**src/rtl/dflow_replay_engine.sv**
```systemverilog
// rtl/dflow_replay_engine.sv - credit-limited QDR window replay into a valid/ready record stream
module dflow_replay_engine #(
    parameter int MEM_ADDR_WIDTH     = 19,
    parameter int MEM_DATA_WIDTH     = 144,
    parameter int REPLAY_COUNT_WIDTH = 32,
    parameter int RET_DEPTH          = 16
) (
    input  logic                          clk,
    input  logic                          resetn,
    input  logic                          cal_done,
    input  logic                          start_replay,
    input  logic                          stop_replay,
    input  logic [MEM_ADDR_WIDTH-1:0]     addr_low,
    input  logic [MEM_ADDR_WIDTH-1:0]     addr_high,
    input  logic [REPLAY_COUNT_WIDTH-1:0] replay_count,
    output logic                          app_rd_cmd,
    output logic [MEM_ADDR_WIDTH-1:0]     app_rd_addr,
    input  logic                          app_rd_valid,
    input  logic [MEM_DATA_WIDTH-1:0]     app_rd_data,
    output logic [MEM_DATA_WIDTH-1:0]     out_data,
    output logic                          out_vld,
    input  logic                          out_ready,
    output logic                          busy,
    output logic                          done,
    output logic                          cfg_err,
    output logic                          overflow,
    output logic [REPLAY_COUNT_WIDTH-1:0] passes_done,
    output logic [31:0]                   records_sent
);
    localparam int PW = $clog2(RET_DEPTH);
    localparam int CW = PW + 1;

    typedef enum logic [1:0] {IDLE, ISSUE, DRAIN, DONE} state_t;

    state_t                          r_state, w_next;
    logic [MEM_ADDR_WIDTH-1:0]       r_low, r_high, r_cur, r_addr;
    logic [REPLAY_COUNT_WIDTH-1:0]   r_count, r_passes;
    logic [CW-1:0]                   r_outst, r_occ;
    logic [PW-1:0]                   r_wptr, r_rptr;
    logic [MEM_DATA_WIDTH-1:0]       r_mem [RET_DEPTH];
    logic [31:0]                     r_recs;
    logic                            r_cmd, r_cfg_err, r_ovf;

    logic                            w_start, w_start_ok, w_start_bad, w_credit, w_issue;
    logic                            w_pass_end, w_last, w_ret, w_pop, w_full, w_push, w_drop;
    logic [MEM_ADDR_WIDTH-1:0]       w_cur, w_low_sel, w_high_sel;
    logic [REPLAY_COUNT_WIDTH-1:0]   w_count_sel, w_passes_base, w_passes_next;
    logic [CW:0]                     w_credit_sum;

    // The first read issues in the same cycle the start is accepted, so the
    // pass bookkeeping works off either the live inputs or the latched config.
    always_comb begin
        w_start       = start_replay && cal_done && (r_state == IDLE);
        w_start_ok    = w_start && (addr_high >= addr_low);
        w_start_bad   = w_start && (addr_high < addr_low);
        w_credit_sum  = {1'b0, r_outst} + {1'b0, r_occ};
        w_credit      = w_credit_sum < (CW+1)'(RET_DEPTH);
        w_issue       = w_start_ok || ((r_state == ISSUE) && !stop_replay && w_credit);
        w_cur         = w_start_ok ? addr_low     : r_cur;
        w_low_sel     = w_start_ok ? addr_low     : r_low;
        w_high_sel    = w_start_ok ? addr_high    : r_high;
        w_count_sel   = w_start_ok ? replay_count : r_count;
        w_pass_end    = w_issue && (w_cur == w_high_sel);
        w_passes_base = w_start_ok ? '0 : r_passes;
        w_passes_next = (w_pass_end && (w_passes_base != '1)) ?
                        w_passes_base + REPLAY_COUNT_WIDTH'(1) : w_passes_base;
        w_last        = w_pass_end && (w_count_sel != '0) && (w_passes_next == w_count_sel);
        // Returns with nothing outstanding (e.g. stale reads after a reset) are dropped.
        w_ret         = app_rd_valid && (r_outst != '0);
        w_pop         = (r_occ != '0) && out_ready;
        w_full        = r_occ == CW'(RET_DEPTH);
        w_push        = w_ret && (!w_full || w_pop);
        w_drop        = w_ret && w_full && !w_pop;
    end

    always_comb begin
        w_next = r_state;
        case (r_state)
            IDLE:    if (w_start_ok) w_next = w_last ? DRAIN : ISSUE;
            ISSUE:   if (stop_replay || w_last) w_next = DRAIN;
            DRAIN:   if ((r_outst == '0) && (r_occ == '0)) w_next = DONE;
            DONE:    w_next = IDLE;
            default: w_next = IDLE;
        endcase
    end

    always_ff @(posedge clk or negedge resetn) begin
        if (!resetn) begin
            r_state   <= IDLE;
            r_low     <= '0;
            r_high    <= '0;
            r_cur     <= '0;
            r_addr    <= '0;
            r_count   <= '0;
            r_passes  <= '0;
            r_outst   <= '0;
            r_occ     <= '0;
            r_wptr    <= '0;
            r_rptr    <= '0;
            r_recs    <= '0;
            r_cmd     <= 1'b0;
            r_cfg_err <= 1'b0;
            r_ovf     <= 1'b0;
        end else begin
            r_state   <= w_next;
            r_cmd     <= w_issue;
            r_cfg_err <= w_start_bad;
            if (w_start_ok) begin
                r_low   <= addr_low;
                r_high  <= addr_high;
                r_count <= replay_count;
            end
            if (w_issue) begin
                r_addr <= w_cur;
                r_cur  <= w_pass_end ? w_low_sel : w_cur + MEM_ADDR_WIDTH'(1);
            end
            if (w_start_ok || w_pass_end) r_passes <= w_passes_next;
            if (w_start_ok)  r_recs <= '0;
            else if (w_pop)  r_recs <= r_recs + 32'd1;
            if (w_start_ok)  r_ovf <= 1'b0;
            else if (w_drop) r_ovf <= 1'b1;
            if (w_issue && !w_ret)      r_outst <= r_outst + CW'(1);
            else if (!w_issue && w_ret) r_outst <= r_outst - CW'(1);
            if (w_push)                 r_wptr <= r_wptr + PW'(1);
            if (w_pop)                  r_rptr <= r_rptr + PW'(1);
            if (w_push && !w_pop)       r_occ <= r_occ + CW'(1);
            else if (!w_push && w_pop)  r_occ <= r_occ - CW'(1);
        end
    end

    always_ff @(posedge clk) begin
        if (w_push) r_mem[r_wptr] <= app_rd_data;
    end

    assign app_rd_cmd   = r_cmd;
    assign app_rd_addr  = r_addr;
    assign out_vld      = r_occ != '0;
    assign out_data     = (r_occ != '0) ? r_mem[r_rptr] : '0;
    assign busy         = r_state != IDLE;
    assign done         = r_state == DONE;
    assign cfg_err      = r_cfg_err;
    assign overflow     = r_ovf;
    assign passes_done  = r_passes;
    assign records_sent = r_recs;
endmodule

```
**config.mk**
```make
export PLATFORM = sky130hd
export DESIGN_NAME = dflow_replay_engine
export DESIGN_NICKNAME = d
export VERILOG_FILES = /design/src/rtl/dflow_replay_engine.sv
export SDC_FILE = /design/constraint.sdc
export NUM_CORES = 2
export LEC_CHECK = 0
export ABC_AREA = 1
export CAP_MARGIN = 10
export CELL_PAD_IN_SITES_DETAIL_PLACEMENT = 1
export CELL_PAD_IN_SITES_GLOBAL_PLACEMENT = 1
export CORE_MARGIN = 2
export CORE_UTILIZATION = 54
export DETAILED_ROUTE_END_ITERATION = 10
export HOLD_SLACK_MARGIN = 0.08
export PLACE_DENSITY = 0.88
export SYNTH_ARGS = -nofsm -noshare
export SYNTH_HDL_FRONTEND = slang
export SYNTH_SLANG_ARGS = --single-unit
```
**constraint.sdc**
```tcl
create_clock -name clk -period 16.1 [get_ports clk]
set_input_delay 1.61 -clock clk [delete_from_list [all_inputs] [get_ports clk]]
set_output_delay 1.61 -clock clk [all_outputs]
set_load 0.02 [all_outputs]
```
==> impl_metrics.ini <==
[synth]
dominant_cells_by_area_after_synthesis = sky130_fd_sc_hd__edfxtp_1 (69%), sky130_fd_sc_hd__o21ai_0 (6.2%), sky130_fd_sc_hd__nor2_1 (5.0%)
netlist.top_cell.by_area = sky130_fd_sc_hd__edfxtp_1
asyncSetResetFlopFracSynth = 0.0780
synth.yosys.seq_area_share = 0.737
syn-cell-area_mm2 = 0.101
synth_top_area_share = 0.688
synth_ff_type = sky130_fd_sc_hd__edfxtp_1
syn-mean-instance-area_um2 = 12.9
synth.distinct_cells = 49
syn_nets = 8080
synthesis.instances = 7813
synth-warning-count = 0
synth-edff-count = 2304
synth.ff_latch_count = 2499

[outcome]
status = finished clean

[pwr]
power_per_cell_area_mw_per_mm2 = 195
combinationalPowerShare = 0.381
sw_pwr_uw = 8950
power.internal_uw = 13400
share_seq_of_total_power = 0.370
clkPwrFrac = 0.249
vdd_ir_drop_max_v = 0.000190
cellLeakagePower_uw = 0.0379
pnr_total_power_uw = 22300
power_switching_share = 0.401

[critical_path]
crit_buf_inv = 5
cpMaxStageDelayCell = sky130_fd_sc_hd__buf_4
cp_common_cell = sky130_fd_sc_hd__buf_4
worst_path_largest_cell_delay_ps = 1050
crit_required_ps = 14490
worst-setup-path-type = reg -> out
worst-path-max-fanout = 209
critPathCaptureType = output pin
crit_path_start_kind = flop
critPathTopFamily = buffers and inverters
timing.critical_path.arrival_ps = 8170
path_cells = buf_12 -> buf_4 -> buf_4 -> buf_4 -> o21ai_0 -> o221ai_1 -> nand3_1 -> a21oi_1 -> clkdlybuf4s50_1

[placed_design]
place_hpwl_um = 174000
gp_congestion = 0.882
dp_worst_setup_slack_ps = 7350
portBuffers = 453

[run]
cap_violations = 0

[sta]
report.final.slew_viol_count = 0
fmax_ghz = 0.102
timing_hold_violations_final = 0
worst_slew_pin_slew_ps = 1270
rsz_0062_raised_after_global_routing = false
timing.final.crit_period_ps = 9780
final_critical_path_setup_slack_ps = 6320
report.final.setup_viol = 0
finClkSkew_ps = 45.8
period_share = 0.608
worst_slew_margin_rel = 0.155
fin_tns_setup_ps = 0

[cells_and_area]
layout_area_growth_over_synthesis_pct = 14.0
final_net_count = 8326
layout.filler_cells = 17600
final_layout_size_suffix_gt1_frac = 0.0648
mostFrequentLayoutCells = sky130_fd_sc_hd__edfxtp_1 (2304), sky130_fd_sc_hd__nor2_1 (1315), sky130_fd_sc_hd__o21ai_0 (1246)
final_util = 0.619
layout_commonest_cell = sky130_fd_sc_hd__edfxtp_1

[global_route]
first_pass_grt_wire_length_um = 503000
grtUsageTotal = 0.354
largest_net_degree_at_the_start_of_global_routing = 257
overflow = 0
grt_pass1_vias = 76200
number_of_antenna_violations_at_the_first_check_in_global_routing = 49

[clocking]
clk_latency_ps = 910
post_cts.resized_instances = 0
cts.root.buffer_cell = sky130_fd_sc_hd__clkbuf_16
tritoncts_num_sinks = 2499
cts_tree = built
cts_made_buffers = 237
cts-hold-fix-buffers = 0
cts.reportedPaths.clkPinSlew_ps = 60
buffer_count_from_post_cts_setup_fixing = 0
cts.path.max_buffers = 3
cts-htree-levels = 4

[routing]
avgViaCountPerCell = 6.73
drt_initial_violations = 9896
remaining_drc_errors = 0
ant_nets = 0
wirelength_um = 343000
post_drt_wl_per_cell_um = 31.8
vias = 72500
drtPass1Iterations = 6

[min_path]
min_path_type = reg -> reg

[floorplan]
placement_rows = 158
core_area_mm2 = 0.185
die_w_um = 436
num_io_pins = 454
dieArea_mm2 = 0.190
fp.dieH_um = 436
floorplan.initialDensity = 0.543
==> final cells by class <==
cell class                 instances  area [um^2]  area share
clock inverter                   142         1240      0.0108
timing repair buffer             545         5370      0.0468
antenna                           36         90.1    0.000786
inverter                         270         1050     0.00917
sequential                      2499        74100       0.646
tap                             2480         3100      0.0271
clock buffer                     300         6270      0.0547
multi-input combinational       4506        23500       0.205
==> cells in the mapped netlist, types with 4 or more instances <==
cell / count
sky130_fd_sc_hd__buf_8: 4
sky130_fd_sc_hd__buf_4: 5
sky130_fd_sc_hd__o22ai_1: 177
sky130_fd_sc_hd__nor2_2: 11
sky130_fd_sc_hd__nand3b_1: 5
sky130_fd_sc_hd__buf_1: 31
sky130_fd_sc_hd__edfxtp_1: 2304
sky130_fd_sc_hd__clkbuf_1: 483
sky130_fd_sc_hd__nor4_1: 9
sky130_fd_sc_hd__inv_1: 248
sky130_fd_sc_hd__inv_2: 20
sky130_fd_sc_hd__o21ai_1: 8
sky130_fd_sc_hd__nor2_1: 1332
sky130_fd_sc_hd__a21oi_1: 195
sky130_fd_sc_hd__a31oi_1: 4
sky130_fd_sc_hd__o221ai_1: 404
sky130_fd_sc_hd__o21ai_0: 1246
sky130_fd_sc_hd__a21o_1: 4
sky130_fd_sc_hd__xor2_1: 34
sky130_fd_sc_hd__o211ai_1: 176
sky130_fd_sc_hd__nand2_2: 13
sky130_fd_sc_hd__buf_2: 7
sky130_fd_sc_hd__a22oi_1: 10
sky130_fd_sc_hd__nor3_1: 27
sky130_fd_sc_hd__or2_2: 21
sky130_fd_sc_hd__nor3_2: 4
sky130_fd_sc_hd__ha_1: 44
sky130_fd_sc_hd__nand4_1: 45
sky130_fd_sc_hd__o21a_1: 11
sky130_fd_sc_hd__nand2_1: 474
sky130_fd_sc_hd__nand3_1: 220
sky130_fd_sc_hd__dfrtp_1: 195
sky130_fd_sc_hd__a211oi_1: 4
sky130_fd_sc_hd__buf_6: 8
sky130_fd_sc_hd__o21ai_2: 8
==> routing by layer <==
metal  share of wire  vias up  GRT usage
li1                -    29700          -
met1            0.36    36600      0.441
met2            0.49     5179      0.580
met3           0.094     1105     0.0680
met4           0.056       22      0.204
met5         0.00041        -          0
==> cells by family after synthesis <==
group	after synthesis	synth area share
flip-flops	2499	0.737
XOR/XNOR	37	0.00322
AND/OR/NAND/NOR	2171	0.0879
buffers and inverters	808	0.0315
AO/OA/AOI/OAI	2252	0.135
adder cells (fa/ha/maj)	46	0.00587
==> worst min-delay path, stage by stage (launching register included) <==
cell	delay (ps)
sky130_fd_sc_hd__dfrtp_1	320
sky130_fd_sc_hd__nand2_1	60
sky130_fd_sc_hd__nand2_2	70
==> per-stage QoR <==
step	cells	hold WS, ps	cell area [um^2]
after floorplan	7813	433	101000
after global placement	10300	449	107000
after detailed placement	10300	463	107000
after CTS	10700	480	115000
after global routing	10800	502	115000
final	10800	482	115000
==> power groups by stage <==
stage	Clock [uW]	Sequential [uW]	Combinational, uW
global placement	0	8270	7630
global route	5760	8290	8940
finish	5560	8250	8500
detailed placement	0	8340	8060
floorplan	0	8320	4680
CTS	5560	8230	8330
==> path summary, 6_finish.rpt <==
path,start,endpoint,slack [ps],depth (start not counted)
min in group asynchronous,resetn,app_rd_addr[8],710,1
max in group asynchronous,resetn,records_sent[4],13220,3
min,r_high[18],r_high[18],480,2
max reg2reg,r_state[1],r_state[0],9530,27
min reg2reg,r_high[18],r_high[18],480,2
max,r_rptr[0],out_data[137],6320,9
==> sequential cells by signal, indices dropped and copies added, names as in the netlist, 5 cells and up <==
name,flops
r_high,19
app_rd_addr,19
r_cur,19
records_sent,32
r_occ,5
r_outst,5
r_count,32
r_mem,2304
r_low,19
passes_done,32
No activity file was read; power rests on OpenSTA's default activity.
